File: src/rtl/fifo_pkg.sv
// fifo_pkg: mode constants and width helper shared by the width-converting FIFO.
package fifo_pkg;
    localparam int FIFO_STD = 0;
    localparam int FIFO_FWFT = 1;
    function automatic int clog2(input int v);
        int r;
        r = 0;
        while ((1 << r) < v) r++;
        return r;
    endfunction
endpackage

File: src/rtl/fifo_sync_wc_if.sv
// fifo_sync_wc_if: write/read handshake, status and error signals of the width-converting FIFO.
interface fifo_sync_wc_if
    import fifo_pkg::*;
#(
    parameter int data_width = 16,
    parameter int ratio = 4,
    parameter int addr_width = 4
);
    localparam int cw = addr_width + clog2(ratio) + 1;
    logic clr, wr_en, rd_en, valid, empty, full, almost_full, almost_empty, overflow, underflow;
    logic [data_width*ratio-1:0] din;
    logic [data_width-1:0] dout;
    logic [cw-1:0] count;
    modport master (
        output clr, wr_en, din, rd_en,
        input valid, dout, empty, full, almost_full, almost_empty, count, overflow, underflow
    );
    modport slave (
        input clr, wr_en, din, rd_en,
        output valid, dout, empty, full, almost_full, almost_empty, count, overflow, underflow
    );
endinterface

File: src/rtl/fifo_dpram.sv
// fifo_dpram: one-write/one-read RAM on clk with selectable synchronous or asynchronous read.
module fifo_dpram #(
    parameter int width = 64,
    parameter int addr_width = 4,
    parameter bit async_rd = 1'b0
) (
    input  logic                  clk,
    input  logic                  we,
    input  logic [addr_width-1:0] waddr,
    input  logic [width-1:0]      wdata,
    input  logic [addr_width-1:0] raddr,
    output logic [width-1:0]      rdata
);
    logic [width-1:0] mem [1<<addr_width];
    always_ff @(posedge clk) if (we) mem[waddr] <= wdata;
    generate
        if (async_rd) begin : g_async
            assign rdata = mem[raddr];
        end else begin : g_sync
            logic [width-1:0] rdata_q;
            always_ff @(posedge clk) rdata_q <= mem[raddr];
            assign rdata = rdata_q;
        end
    endgenerate
endmodule

File: src/rtl/fifo_sync_wc.sv
// fifo_sync_wc: single-clock FIFO storing ratio-packed wide words and returning one narrow word per read.
module fifo_sync_wc
    import fifo_pkg::*;
#(
    parameter int data_width = 16,
    parameter int ratio = 4,
    parameter int addr_width = 4,
    parameter int fwft = FIFO_STD,
    parameter int af_level = (1 << addr_width) - 1,
    parameter int ae_level = 1
) (
    input logic clk,
    input logic rst_n,
    fifo_sync_wc_if.slave bus
);
    localparam int depth = 1 << addr_width;
    localparam int sw = clog2(ratio);
    localparam int sel_w = sw > 0 ? sw : 1;
    localparam int cw = addr_width + sw + 1;
    localparam logic [addr_width:0] af_l = (addr_width+1)'(af_level);
    localparam logic [cw-1:0] ae_l = cw'(ae_level);
    localparam logic [sel_w-1:0] sel_last = sel_w'(ratio - 1);
    logic [addr_width:0] wr_ptr_q, wr_ptr_d, rd_ptr_q, rd_ptr_d, entries;
    logic [sel_w-1:0] sel_q, sel_d, rsel_q, rsel_d, psel;
    logic valid_q, valid_d, overflow_q, overflow_d, underflow_q, underflow_d;
    logic full, empty, wr_acc, rd_acc, pop_entry, out_valid;
    logic [cw-1:0] count;
    logic [data_width*ratio-1:0] rdata;
    logic [data_width-1:0] slice;
    fifo_dpram #(
        .width(data_width * ratio),
        .addr_width(addr_width),
        .async_rd(fwft == FIFO_FWFT)
    ) u_ram (
        .clk(clk),
        .we(wr_acc),
        .waddr(wr_ptr_q[addr_width-1:0]),
        .wdata(bus.din),
        .raddr(rd_ptr_q[addr_width-1:0]),
        .rdata(rdata)
    );
    always_comb begin
        entries = wr_ptr_q - rd_ptr_q;
        full = entries == (addr_width+1)'(depth);
        empty = entries == '0;
        wr_acc = bus.wr_en && !full;
        rd_acc = bus.rd_en && !empty;
        pop_entry = rd_acc && sel_q == sel_last;
        count = (cw'(entries) << sw) - cw'(sel_q);
        wr_ptr_d = bus.clr ? '0 : wr_ptr_q + (addr_width+1)'(wr_acc);
        rd_ptr_d = bus.clr ? '0 : rd_ptr_q + (addr_width+1)'(pop_entry);
        sel_d = bus.clr || pop_entry ? '0 : sel_q + sel_w'(rd_acc);
        rsel_d = rd_acc ? sel_q : rsel_q;
        valid_d = !bus.clr && rd_acc;
        overflow_d = !bus.clr && (overflow_q || (bus.wr_en && full));
        underflow_d = !bus.clr && (underflow_q || (bus.rd_en && empty));
        // registered mode picks the slice latched alongside the synchronous RAM read
        psel = fwft == FIFO_FWFT ? sel_q : rsel_q;
        slice = rdata[psel*data_width +: data_width];
        out_valid = fwft == FIFO_FWFT ? !empty : valid_q;
    end
    always_ff @(posedge clk or negedge rst_n) begin
        if (!rst_n) begin
            wr_ptr_q <= '0;
            rd_ptr_q <= '0;
            sel_q <= '0;
            rsel_q <= '0;
            valid_q <= 1'b0;
            overflow_q <= 1'b0;
            underflow_q <= 1'b0;
        end else begin
            wr_ptr_q <= wr_ptr_d;
            rd_ptr_q <= rd_ptr_d;
            sel_q <= sel_d;
            rsel_q <= rsel_d;
            valid_q <= valid_d;
            overflow_q <= overflow_d;
            underflow_q <= underflow_d;
        end
    end
    assign bus.valid = out_valid;
    assign bus.dout = out_valid ? slice : '0;
    assign bus.empty = empty;
    assign bus.full = full;
    assign bus.almost_full = entries >= af_l;
    assign bus.almost_empty = count <= ae_l;
    assign bus.count = count;
    assign bus.overflow = overflow_q;
    assign bus.underflow = underflow_q;
endmodule

File: src/flat_wrapper.sv
// flat-port wrapper written by rule: the top's interface ports become plain ports
module fifo_sync_wc_flat import fifo_pkg::*;
#(
    parameter int data_width = 16,
    parameter int ratio = 4,
    parameter int addr_width = 4,
    parameter int fwft = FIFO_STD,
    parameter int af_level = (1 << addr_width) - 1,
    parameter int ae_level = 1
)
  (clk, rst_n, bus_clr, bus_wr_en, bus_din, bus_rd_en, bus_valid, bus_dout, bus_empty, bus_full, bus_almost_full, bus_almost_empty, bus_count, bus_overflow, bus_underflow);
  fifo_sync_wc_if #(.data_width(data_width), .ratio(ratio), .addr_width(addr_width)) bus_i ();
  input logic clk;
  input logic rst_n;
  input wire logic [$bits(bus_i.clr)-1:0] bus_clr;
  input wire logic [$bits(bus_i.wr_en)-1:0] bus_wr_en;
  input wire logic [$bits(bus_i.din)-1:0] bus_din;
  input wire logic [$bits(bus_i.rd_en)-1:0] bus_rd_en;
  output wire logic [$bits(bus_i.valid)-1:0] bus_valid;
  output wire logic [$bits(bus_i.dout)-1:0] bus_dout;
  output wire logic [$bits(bus_i.empty)-1:0] bus_empty;
  output wire logic [$bits(bus_i.full)-1:0] bus_full;
  output wire logic [$bits(bus_i.almost_full)-1:0] bus_almost_full;
  output wire logic [$bits(bus_i.almost_empty)-1:0] bus_almost_empty;
  output wire logic [$bits(bus_i.count)-1:0] bus_count;
  output wire logic [$bits(bus_i.overflow)-1:0] bus_overflow;
  output wire logic [$bits(bus_i.underflow)-1:0] bus_underflow;
  assign bus_i.clr = bus_clr;
  assign bus_i.wr_en = bus_wr_en;
  assign bus_i.din = bus_din;
  assign bus_i.rd_en = bus_rd_en;
  assign bus_valid = bus_i.valid;
  assign bus_dout = bus_i.dout;
  assign bus_empty = bus_i.empty;
  assign bus_full = bus_i.full;
  assign bus_almost_full = bus_i.almost_full;
  assign bus_almost_empty = bus_i.almost_empty;
  assign bus_count = bus_i.count;
  assign bus_overflow = bus_i.overflow;
  assign bus_underflow = bus_i.underflow;
  fifo_sync_wc #(.data_width(data_width), .ratio(ratio), .addr_width(addr_width), .fwft(fwft), .af_level(af_level), .ae_level(ae_level)) u_core (.clk(clk), .rst_n(rst_n), .bus(bus_i));
endmodule
File: config.mk
export PLATFORM = sky130hd
export DESIGN_NAME = fifo_sync_wc_flat
export DESIGN_NICKNAME = d
export VERILOG_FILES = /design/src/rtl/fifo_pkg.sv /design/src/rtl/fifo_sync_wc_if.sv /design/src/rtl/fifo_dpram.sv /design/src/rtl/fifo_sync_wc.sv /design/src/flat_wrapper.sv
export SDC_FILE = /design/constraint.sdc
export NUM_CORES = 1
export LEC_CHECK = 0
export ABC_AREA = 0
export ABC_CLOCK_PERIOD_IN_PS = 14000
export BUFFER_PORTS_ARGS = -buffer_cell sky130_fd_sc_hd__buf_2
export CORE_MARGIN = 2
export CORE_UTILIZATION = 50
export DETAILED_ROUTE_END_ITERATION = 6
export GPL_TIMING_DRIVEN = 0
export PLACE_DENSITY_LB_ADDON = 0.12
export SLEW_MARGIN = 30
export SYNTH_ARGS = -nofsm -noshare
export SYNTH_HDL_FRONTEND = slang
export SYNTH_HIERARCHICAL = 1
export SYNTH_SLANG_ARGS = --single-unit
File: constraint.sdc
create_clock -name clk -period 14 [get_ports clk]
set_input_delay 0.7 -clock clk [delete_from_list [all_inputs] [get_ports clk]]
set_output_delay 0.7 -clock clk [all_outputs]
set_load 0.05 [all_outputs]
==> flow_metrics.tcl <==
set metrics [dict create \
    multiInputGateArea_sq_um 8350 \
    syn_area_sq_um 41200 \
    fin_util_pct 59.3 \
    worst_pin_slew_ps 976 \
    fin_skew_ps 17.6 \
    yosys-top-cells-area "edfxtp_1, mux4_2, dfxtp_1" \
    yosysSeqAreaShare_pct 78.8 \
    setup_viol 0 \
    die-area_sq_um 84700 \
    clkTransAtPathRegs_ps 60 \
    cts_tree "built" \
    synth_largest_area_cell "edfxtp_1" \
    hpwl_um 65000 \
    antenna_cells 0 \
    rsz0062_at_grt "no" \
    arrival_ps 5930 \
    hp-class "input port to flop" \
    drtPass1Iterations 7 \
    routed-via-count 19600 \
    gp_congestion 0.771 \
    yosysUniqueCellTypes 40 \
    worstSetupEndpointType "flop" \
    synth_warnings 6 \
    track_usage_pct 23.5 \
    cts_buffers 112 \
    cp_max_fo 9 \
    synth.top_cell.area_share_pct 74.6 \
    crit_slowest_cell "xor2_1" \
    cts.htree.levels 3 \
    final-max-slew-violation-count 0 \
    grt-ovfl-total 0 \
    ys_async_sr_fraction_pct 1.54 \
    pin_count 99 \
    antenna_found_initial 17 \
    grt_max_degree 19 \
    ctsHoldBuffers 1 \
    synth_common_cells "edfxtp_1, mux4_2, a22oi_1" \
    cp-start-kind "flop" \
    setup_ws_ps 8440 \
    synthFlopType "edfxtp_1" \
    initial_core_util_pct 50.3 \
    maxSlewHeadroom_pct 35.0 \
    core_sq_um 81800 \
    pre_cts_ws_ps 8590 \
    cts_resized 0 \
    drive_gt1_share_pct 31.9 \
    reg2reg_depth 16 \
    die_y_um 291 \
    wl_per_cell_um 29.9 \
    required_ps 14370 \
    worstPathCellList "inv_1, ha_1, inv_1, fa_1, xor2_1, nor3_1, mux2_2, and2_1, nor2b_1, or3b_2, nor3_2, buf_4, buf_4, buf_4, buf_4, buf_4" \
    timing_worst_setup_path_type "flop to flop" \
    final_cells 3270 \
    synth-edff-count 1024 \
    cts.root.buffer_cell "clkbuf_16" \
    ir_drop_mv 0.113 \
    outcome "completed" \
    max_clock_freq_ghz 0.180 \
    synth.most_common_cell "edfxtp_1" \
    tns_ps 0 \
    area_growth_pct 17.7 \
    nFillCells 5809 \
    maxCapViolations 0 \
    routed_wirelength_um 97800 \
    viasPerCell 6.01 \
    clkLatencyLatePin_ps 670 \
    worst_hold_slack_ps 307 \
    final_cell_area_sq_um 48500 \
    slowest_delay_ps 610 \
    placed_cells 3057 \
    min_path_cells 2 \
    postRouteAntennaNets 0 \
    syn_nets 1875 \
    port_buffers 98 \
    period_share_pct 39.7 \
    p_total_mw 6.91 \
    yosys_register_bits 1105 \
    drcViolationCount 0 \
    drtIter0Drc 2063 \
    grt_pass1_wl_um 142000 \
    nNetsFinal 2184 \
    synthCells 1793 \
    timing.final.crit_period_ps 5560 \
    grt_pass1_vias 20200 \
    ctsLongestPathBuffers 3 \
    dpl_cell_area_sq_um 44800 \
    hold_viol_final 0 \
    powerDensity_nw_per_um2 142 \
    regArea_sq_um 32500 \
    syn_avg_cell_area_sq_um 23.0 \
    p_leak_nw 15.5 \
    rows 105 \
    cts.sinks 1105 \
    die_x_um 291 \
    post_cts_buffers 0 \
    cp_common_cell "buf_4" \
]
## flip-flops by register name, summed over array words and instances (netlist names)
signal                count
u_core/bus.valid          1
u_core/wr_ptr_q           5
u_core/bus.overflow       1
u_core/psel               2
u_core/sel_q              2
u_core/u_ram/rdata       64
u_core/bus.underflow      1
u_core/rd_ptr_q           5
u_core/u_ram/mem       1024
## path summary, 6_finish.rpt
kind	end	slack [ps]	startpoint
worst max-delay path	u_core/u_ram/mem[0][44]	8440	u_core/wr_ptr_q[0]
max in group asynchronous	u_core/bus.underflow	13210	rst_n
worst max register to register	u_core/u_ram/mem[0][44]	8440	u_core/wr_ptr_q[0]
worst min register to register	u_core/bus.underflow	510	u_core/bus.underflow
min in group asynchronous	u_core/wr_ptr_q[0]	500	rst_n
worst min-delay path	u_core/rd_ptr_q[1]	310	bus_clr
## power by group
group / switching (mW) / internal [mW]
clock: 1.22 / 1.71
combinational: 0.187 / 0.100
sequential: 0.0218 / 3.67
total: 1.43 / 5.47
## cell type report
type	count	share of cell area [%]
multi-input cells	588	17.2
repair buffers	195	4.49
clock inverters	67	1.09
flip-flops and latches	1105	66.9
well taps	1070	2.76
clock buffers	145	6.48
inverters	9	0.0696
plain buffers	91	1.00
## cell families after synthesis
family / share of synthesized area [%]
flops: 78.8
mux: 15.0
simple gates: 1.62
compound gates: 2.55
buf+inv: 1.26
xor+xnor: 0.419
fa+ha+maj: 0.413
## per-layer routing
layer	GRT usage, %	share of wire (%)	vias up
li1	-	-	8207
met1	33.1	42	10600
met2	38.1	49	695
met3	4.54	6.9	143
met4	6.23	2.1	12
met5	0	0.073	-
## worst max-delay path, delay by kind of cell, from the launching register on
family / cells / cell delay [ps]
buffers and inverters: 7 / 1280
xor gates and xnor gates: 1 / 610
adders and majority gates: 2 / 630
muxes: 1 / 350
DFF: 1 / 520
and+or+nand+nor: 5 / 1850
## cells in the final DEF, fill, tap and decap left out, types with 42 or more instances in the layout
master        n
edfxtp_1   1024
dfxtp_1      64
a22oi_1     128
buf_2       113
nand2_1      67
mux4_2      272
buf_4        46
buf_16       42
clkbuf_16   117
clkbuf_1     55
(Power assumes the default switching activity.)
